<file path="config.mk">
export PLATFORM = sky130hd
export DESIGN_NAME = serial_fa_adder
export DESIGN_NICKNAME = d
export VERILOG_FILES = /design/src/rtl/serial_fa_adder.sv
export SDC_FILE = /design/constraint.sdc
export NUM_CORES = 1
export LEC_CHECK = 0
export BUFFER_PORTS_ARGS = -buffer_cell sky130_fd_sc_hd__buf_2
export CAP_MARGIN = 20
export CORE_UTILIZATION = 52
export CTS_CLUSTER_SIZE = 20
export DETAILED_ROUTE_END_ITERATION = 10
export GPL_TIMING_DRIVEN = 0
export PLACE_DENSITY = 0.87
export SLEW_MARGIN = 10
export SYNTH_ARGS = -nofsm -noshare
export SYNTH_HDL_FRONTEND = slang
export SYNTH_HIERARCHICAL = 1
export SYNTH_SLANG_ARGS = --single-unit
</file>
<file path="constraint.sdc">
create_clock -name clk -period 3.2 [get_ports clk]
set_input_delay 0 -clock clk [delete_from_list [all_inputs] [get_ports clk]]
set_output_delay 0 -clock clk [all_outputs]
set_load 0.05 [all_outputs]
</file>
<file path="src/rtl/serial_fa_adder.sv">
// Bit-serial adder: one full-adder cell plus a registered carry loop.
// Operands are consumed LSB-first, one bit per clock. The parallel
// {cout, sum} is published on the completing edge, together with a
// one-cycle done pulse.

// Combinational full-adder cell.
module fa_cell (
  input  logic a,
  input  logic b,
  input  logic c0,
  output logic s,
  output logic c
);
  assign s = a ^ b ^ c0;
  assign c = (a & b) | (a & c0) | (b & c0);
endmodule

module serial_fa_adder #(
  parameter int WIDTH = 4
) (
  input  logic             clk,
  input  logic             rst,
  input  logic             start,
  input  logic [WIDTH-1:0] a_in,
  input  logic [WIDTH-1:0] b_in,
  input  logic             cin,
  output logic             busy,
  output logic             done,
  output logic [WIDTH-1:0] sum,
  output logic             cout
);
  // The counter indexes bits 0..WIDTH-1. It always has at least 1 bit.
  localparam int CW = (WIDTH > 1) ? $clog2(WIDTH) : 1;

  localparam logic [1:0] S_IDLE = 2'd0;
  localparam logic [1:0] S_RUN  = 2'd1;
  localparam logic [1:0] S_DONE = 2'd2;

  logic [1:0]       state;
  logic [WIDTH-1:0] shift_a, shift_b, psum, psum_nxt;
  logic             carry;
  logic [CW-1:0]    cnt;
  logic             fa_s, fa_c, last;

  fa_cell u_fa (
    .a  (shift_a[0]),
    .b  (shift_b[0]),
    .c0 (carry),
    .s  (fa_s),
    .c  (fa_c)
  );

  // New sum bit enters at the MSB. After WIDTH shifts, the LSB-first
  // stream lands in place. Shift form avoids a null slice at WIDTH=1.
  assign psum_nxt = (psum >> 1) | (WIDTH'(fa_s) << (WIDTH - 1));
  assign last     = (cnt == CW'(WIDTH - 1));

  // Control FSM and datapath. busy and done are flops set alongside the state.
  always_ff @(posedge clk or posedge rst) begin
    if (rst) begin
      state   <= S_IDLE;
      shift_a <= '0;
      shift_b <= '0;
      psum    <= '0;
      carry   <= 1'b0;
      cnt     <= '0;
      busy    <= 1'b0;
      done    <= 1'b0;
      sum     <= '0;
      cout    <= 1'b0;
    end else begin
      case (state)
        S_IDLE: begin
          if (start) begin
            shift_a <= a_in;
            shift_b <= b_in;
            carry   <= cin;
            psum    <= '0;
            cnt     <= '0;
            busy    <= 1'b1;
            state   <= S_RUN;
          end
        end
        S_RUN: begin
          shift_a <= shift_a >> 1;
          shift_b <= shift_b >> 1;
          psum    <= psum_nxt;
          carry   <= fa_c;
          cnt     <= cnt + CW'(1);
          if (last) begin
            sum   <= psum_nxt;
            cout  <= fa_c;
            busy  <= 1'b0;
            done  <= 1'b1;
            state <= S_DONE;
          end
        end
        S_DONE: begin
          done  <= 1'b0;
          state <= S_IDLE;
        end
        default: begin
          busy  <= 1'b0;
          done  <= 1'b0;
          state <= S_IDLE;
        end
      endcase
    end
  end
endmodule

</file>
* Word-level counts from Yosys, hierarchy flattened
Index checks and enable logic that the tools add are counted. Widths: inputs -> output; s select.
Word-level totals: bits of input ports 12, logic and storage cells 51, register bits after elaboration 24
Cells by class: reductions and logical operators 7, add/sub/neg operators 1, muxes and demuxes 18, equality and inequality tests 5, bitwise operators 10
Operator list (count):
- $pmux 4 s2 | 3
- $mux 4 | 3
- $pmux 2 s2 | 2
- $reduce_and 2->1 | 4
- $mux 2 | 3
- $eq 2x2->1 const B | 2
- $mux 1 | 4
- $ne 2x2->1 const B | 2
- $or 3x4->4 | 1
- $pmux 1 s2 | 2
- $and 1x1->1 | 3
- $pmux 1 s3 | 1
- $reduce_and 3->1 | 1
- $add 2x1->2 const B | 1
- $eq 2x1->1 const B | 1
- $logic_not 2->1 | 1
- $not 1->1 | 2
- $or 1x1->1 | 2
- $reduce_bool 2->1 | 1
- $xor 1x1->1 | 2

* Depth between registers and ports, before layout
depth in word-level cells 4, depth in mapped cells 4

* Hierarchy
The synthesis kept the hierarchy.
By module, submodules not included:
- serial_fa_adder | area each 1009.7 µm², times used 1, cells an instance 84, sequential area each 575.6 µm²
- fa_cell | area each 20.0 µm², times used 1, cells an instance 1, sequential area each 0.0 µm²

* Least setup slack after synthesis
Ideal clock, no wire load.
kind reg-to-reg, start point reg shift_a[0], end point reg sum[3], clock period less this slack 1.251 ns, arrival time 1.126 ns, cell stages (with the launch flop) 3, path slack 1.949 ns, path buffers 0, cells stage by stage dfrtp_1 -> fa_1 -> mux2_4
Between the ends: cells in the longest elaborated chain, start to end 3
RTL lines:
- start: declaration | RTL line 40 | logic [WIDTH-1:0] shift_a, shift_b, psum, psum_nxt;
- start signal: assignment | RTL line 75 | shift_a <= a_in;
- start signal: assignment | RTL line 85 | shift_a <= shift_a >> 1;
- $xor 1x1->1 (2 in series) | RTL line 14 | assign s = a ^ b ^ c0;
- net fa_s | RTL line 43 | logic fa_s, fa_c, last;
- $or 3x4->4 | RTL line 55 | assign psum_nxt = (psum >> 1) | (WIDTH'(fa_s) << (WIDTH - 1));
- end signal: assignment | RTL line 91 | sum <= psum_nxt;
- end: declaration | RTL line 29 | output logic [WIDTH-1:0] sum,
The timed path passes the listed nets, and every way through them passes these cells. A chain may end at the register's enable or synchronous reset.

* Worst setup path in the final report
Same ends and word-level chain as after synthesis.

==> insert_results.sql <==
INSERT INTO impl_metrics (metric_group, metric, value, unit) VALUES
('layout', 'synthToLayoutAreaGrowth', '20.3', '%'),
('timing', 'final-setup-viol-count', '0', ''),
('timing', 'finalSetupTns', '0', 'ns'),
('place', 'gp_routability_congestion', '0.738', ''),
('timing', 'post-route-min-period', '1.33', 'ns'),
('yosys', 'ys_seq_elements', '23', ''),
('yosys', 'synth_top_family_by_area', 'compound AO/OA/AOI/OAI gates', ''),
('clocking', 'cts-root-to-sink-buffers', '2', ''),
('critical_path', 'crit_path_leading_delay_family', 'adder cells', ''),
('grt', 'grt_start_max_net_pins', '24', ''),
('drt', 'vias', '740', ''),
('yosys', 'synth_simple_gate_area_share', '14.1', '%'),
('floorplan', 'rows', '15', ''),
('timing', 'min_period_over_period', '41.7', '%'),
('critical_path', 'critPathBufInv', '0', ''),
('clocking', 'ctsHtreeMaxLevel', '1', ''),
('yosys', 'synthTopCellsByArea', 'sky130_fd_sc_hd__dfrtp_1, sky130_fd_sc_hd__mux2_4, sky130_fd_sc_hd__nor2_1, sky130_fd_sc_hd__a211oi_1, sky130_fd_sc_hd__a22o_1', ''),
('critical_path', 'timing.critical_path.arrival', '1.55', 'ns'),
('drt', 'route.detailed.wl_per_inst', '13.9', 'um'),
('floorplan', 'coreArea', '1780', 'um2'),
('layout', 'multiInputGateArea', '414', 'um2'),
('min_path', 'hold_path_class', 'in2reg', ''),
('floorplan', 'die_height', '46.5', 'um'),
('yosys', 'synth_cell_types', '22', ''),
('drt', 'postRouteAntennaNets', '0', ''),
('yosys', 'adder_cell_fraction_of_synth_area', '3.16', '%'),
('grt', 'grt_first_pass_wirelength', '3120', 'um'),
('place', 'port_buffers', '18', ''),
('yosys', 'syn_nets', '99', ''),
('clocking', 'tritoncts', 'built', ''),
('critical_path', 'worstSetupPathType', 'reg2reg', ''),
('critical_path', 'worst_setup_path_end_kind', 'register', ''),
('drt', 'routed_wl', '1920', 'um'),
('layout', 'seqCellArea', '576', 'um2'),
('grt', 'antenna_found_initial', '0', ''),
('timing', 'timing.fmax', '0.750', 'GHz'),
('layout', 'final_layout_size_suffix_gt1_share', '31.9', '%'),
('grt', 'overflow', '0', ''),
('yosys', 'synth_area', '1030', 'um2'),
('layout', 'design_area', '1240', 'um2'),
('yosys', 'compound_gate_fraction_of_synth_area', '14.6', '%'),
('floorplan', 'die_area', '2160', 'um2'),
('floorplan', 'die_x', '46.5', 'um'),
('layout', 'antennaDiodeCount', '0', ''),
('pwr', 'p_per_area', '1030', 'nW/um2'),
('grt', 'first_global_vias', '679', ''),
('critical_path', 'critPathMaxFanout', '2', ''),
('pwr', 'vdd_ir_drop_max', '538', 'uV'),
('timing', 'timing_worst_slew_pin_value', '0.864', 'ns'),
('drt', 'drcViolationCount', '0', ''),
('clocking', 'clock_pin_transition_on_the_worst_setup_and_hold_timing_paths', '0.13', 'ns'),
('pwr', 'leakage', '0.000613', 'uW'),
('critical_path', 'timing.critical_path.required', '3.41', 'ns'),
('layout', 'filler_cell_count', '137', ''),
('floorplan', 'boundaryPins', '19', ''),
('yosys', 'yosysWarnings', '6', ''),
('job', 'max_cap_viol_count', '0', ''),
('critical_path', 'crit_slowest_cell', 'sky130_fd_sc_hd__fa_1', ''),
('status', 'result_of_the_run', 'finished clean', ''),
('critical_path', 'worstPathCellList', 'fa_1 -> mux2_4', ''),
('yosys', 'yosys.area.top_type_share', '55.9', '%'),
('drt', 'initialDrtViolationCount', '12', ''),
('layout', 'finish.net_count', '128', ''),
('drt', 'detailedRoute.firstPassIterationCount', '4', ''),
('floorplan', 'starting_density_of_the_core', '57.8', '%'),
('drt', 'drt-vias-per-instance', '5.36', ''),
('clocking', 'insertion_delay', '0.32', 'ns'),
('timing', 'slew_violations', '0', ''),
('timing', 'timing.final.hold_violations', '0', ''),
('yosys', 'synthXorXnorAreaFrac', '0', '%'),
('critical_path', 'worst_path_largest_cell_delay', '0.52', 'ns');
## metrics by stage
step	std cells	power [uW]	utilization [%]	hold slack [ns]	setup slack, ns
floorplan	85	1000	-	0.00192	1.95
global placement	128	1110	64.6	0.204	1.89
detailed placement	128	1150	64.6	0.215	1.89
CTS	138	1290	69.5	0.00689	1.87
global route	138	1370	69.5	0.0172	1.84
finish	138	1280	69.5	0.00215	1.87
## cells in the mapped netlist
| cell type | number |
|---|---|
| sky130_fd_sc_hd__o21bai_2 | 1 |
| sky130_fd_sc_hd__nand2b_1 | 1 |
| sky130_fd_sc_hd__nand2_4 | 1 |
| sky130_fd_sc_hd__nor3_1 | 2 |
| sky130_fd_sc_hd__a22o_1 | 6 |
| sky130_fd_sc_hd__a211oi_1 | 7 |
| sky130_fd_sc_hd__ha_1 | 1 |
| sky130_fd_sc_hd__nor2_1 | 16 |
| sky130_fd_sc_hd__and2b_4 | 1 |
| sky130_fd_sc_hd__a21boi_0 | 1 |
| sky130_fd_sc_hd__buf_4 | 2 |
| sky130_fd_sc_hd__fa_1 | 1 |
| sky130_fd_sc_hd__dfrtp_1 | 23 |
| sky130_fd_sc_hd__inv_1 | 4 |
| sky130_fd_sc_hd__a21oi_1 | 2 |
| sky130_fd_sc_hd__buf_2 | 2 |
| sky130_fd_sc_hd__mux2_4 | 5 |
| sky130_fd_sc_hd__o21ba_2 | 1 |
| sky130_fd_sc_hd__mux2_2 | 1 |
| sky130_fd_sc_hd__o22ai_1 | 1 |
| sky130_fd_sc_hd__nand2_1 | 1 |
| sky130_fd_sc_hd__nor4b_1 | 5 |
## state kept, by name, indices dropped and copies added, names as in the netlist
signal / flops
cout: 1
carry: 1
sum: 4
state: 2
cnt: 2
shift_a: 4
psum: 3
busy: 1
shift_b: 4
done: 1
## area by class of cell
type                            instances  area share [%]
Sequential cell                        23            46.5
Multi-Input combinational cell         54            33.4
Timing Repair Buffer                   24            12.1
Tap cell                               25            2.53
Buffer                                  4            2.02
Clock buffer                            3            1.82
Inverter                                4            1.21
Clock inverter                          1           0.404
## per-layer routing
| metal | wire length [um] | vias up | global-route usage [%] |
|---|---|---|---|
| li1 | - | 357 | - |
| met5 | 0 | - | 0 |
| met2 | 922 | 21 | 32.5 |
| met4 | 38 | 0 | 10.6 |
| met1 | 878 | 357 | 29.4 |
| met3 | 85 | 5 | 2.35 |
## kinds of logic after synthesis
group,Yosys count
mux,6
flops,23
compound gates,19
simple gates,27
buf+inv,8
fa+ha+maj,2
## worst paths after layout
kind | start | to | cells after the start | slack [ns]
setup / recovery | shift_a[0] | sum[3] | 2 | 1.87
min in group asynchronous | rst | busy | 3 | 0.39
max in group asynchronous | rst | state[1] | 3 | 2.28
hold reg to reg | psum[1] | psum[1] | 1 | 0.52
setup reg to reg | shift_a[0] | sum[3] | 2 | 1.87
hold / removal | b_in[1] | shift_b[1] | 3 | 0.002
## report_power, final
group / switching, uW / leakage [uW] / internal (uW)
sequential: 76.2 / 0.000278 / 423
clock: 89.2 / 0.0000177 / 46.8
combinational: 378 / 0.000317 / 264
## placed cells by master, fill, tap and decap left out
cell                            instances
sky130_fd_sc_hd__mux2_2                 1
sky130_fd_sc_hd__nor2_1                16
sky130_fd_sc_hd__nor4b_1                5
sky130_fd_sc_hd__a22o_1                 6
sky130_fd_sc_hd__o21bai_2               1
sky130_fd_sc_hd__dlygate4sd3_1          6
sky130_fd_sc_hd__and2b_4                1
sky130_fd_sc_hd__mux2_4                 5
sky130_fd_sc_hd__a211oi_1               7
sky130_fd_sc_hd__nor3_1                 2
sky130_fd_sc_hd__a21boi_0               1
sky130_fd_sc_hd__clkinv_2               1
sky130_fd_sc_hd__dfrtp_1               23
sky130_fd_sc_hd__inv_1                  4
sky130_fd_sc_hd__a21oi_1                2
sky130_fd_sc_hd__fa_1                   1
sky130_fd_sc_hd__clkbuf_4               3
sky130_fd_sc_hd__nand2_1                1
sky130_fd_sc_hd__nand2b_1               1
sky130_fd_sc_hd__ha_1                   1
sky130_fd_sc_hd__buf_4                  2
sky130_fd_sc_hd__buf_2                 20
sky130_fd_sc_hd__o22ai_1                1
sky130_fd_sc_hd__nand2_4                1
sky130_fd_sc_hd__o21ba_2                1
## worst register-to-register path: stages (launching register included)
cell                      delay, ns
sky130_fd_sc_hd__dfrtp_1       0.42
sky130_fd_sc_hd__fa_1          0.52
sky130_fd_sc_hd__mux2_4        0.28
## what timing repair did
action,in CTS,in global routing
hold endpoints to repair,28,0
resized for setup,0,0
hold buffers,6,0
Note: power is estimated with default switching activity, not from simulation.
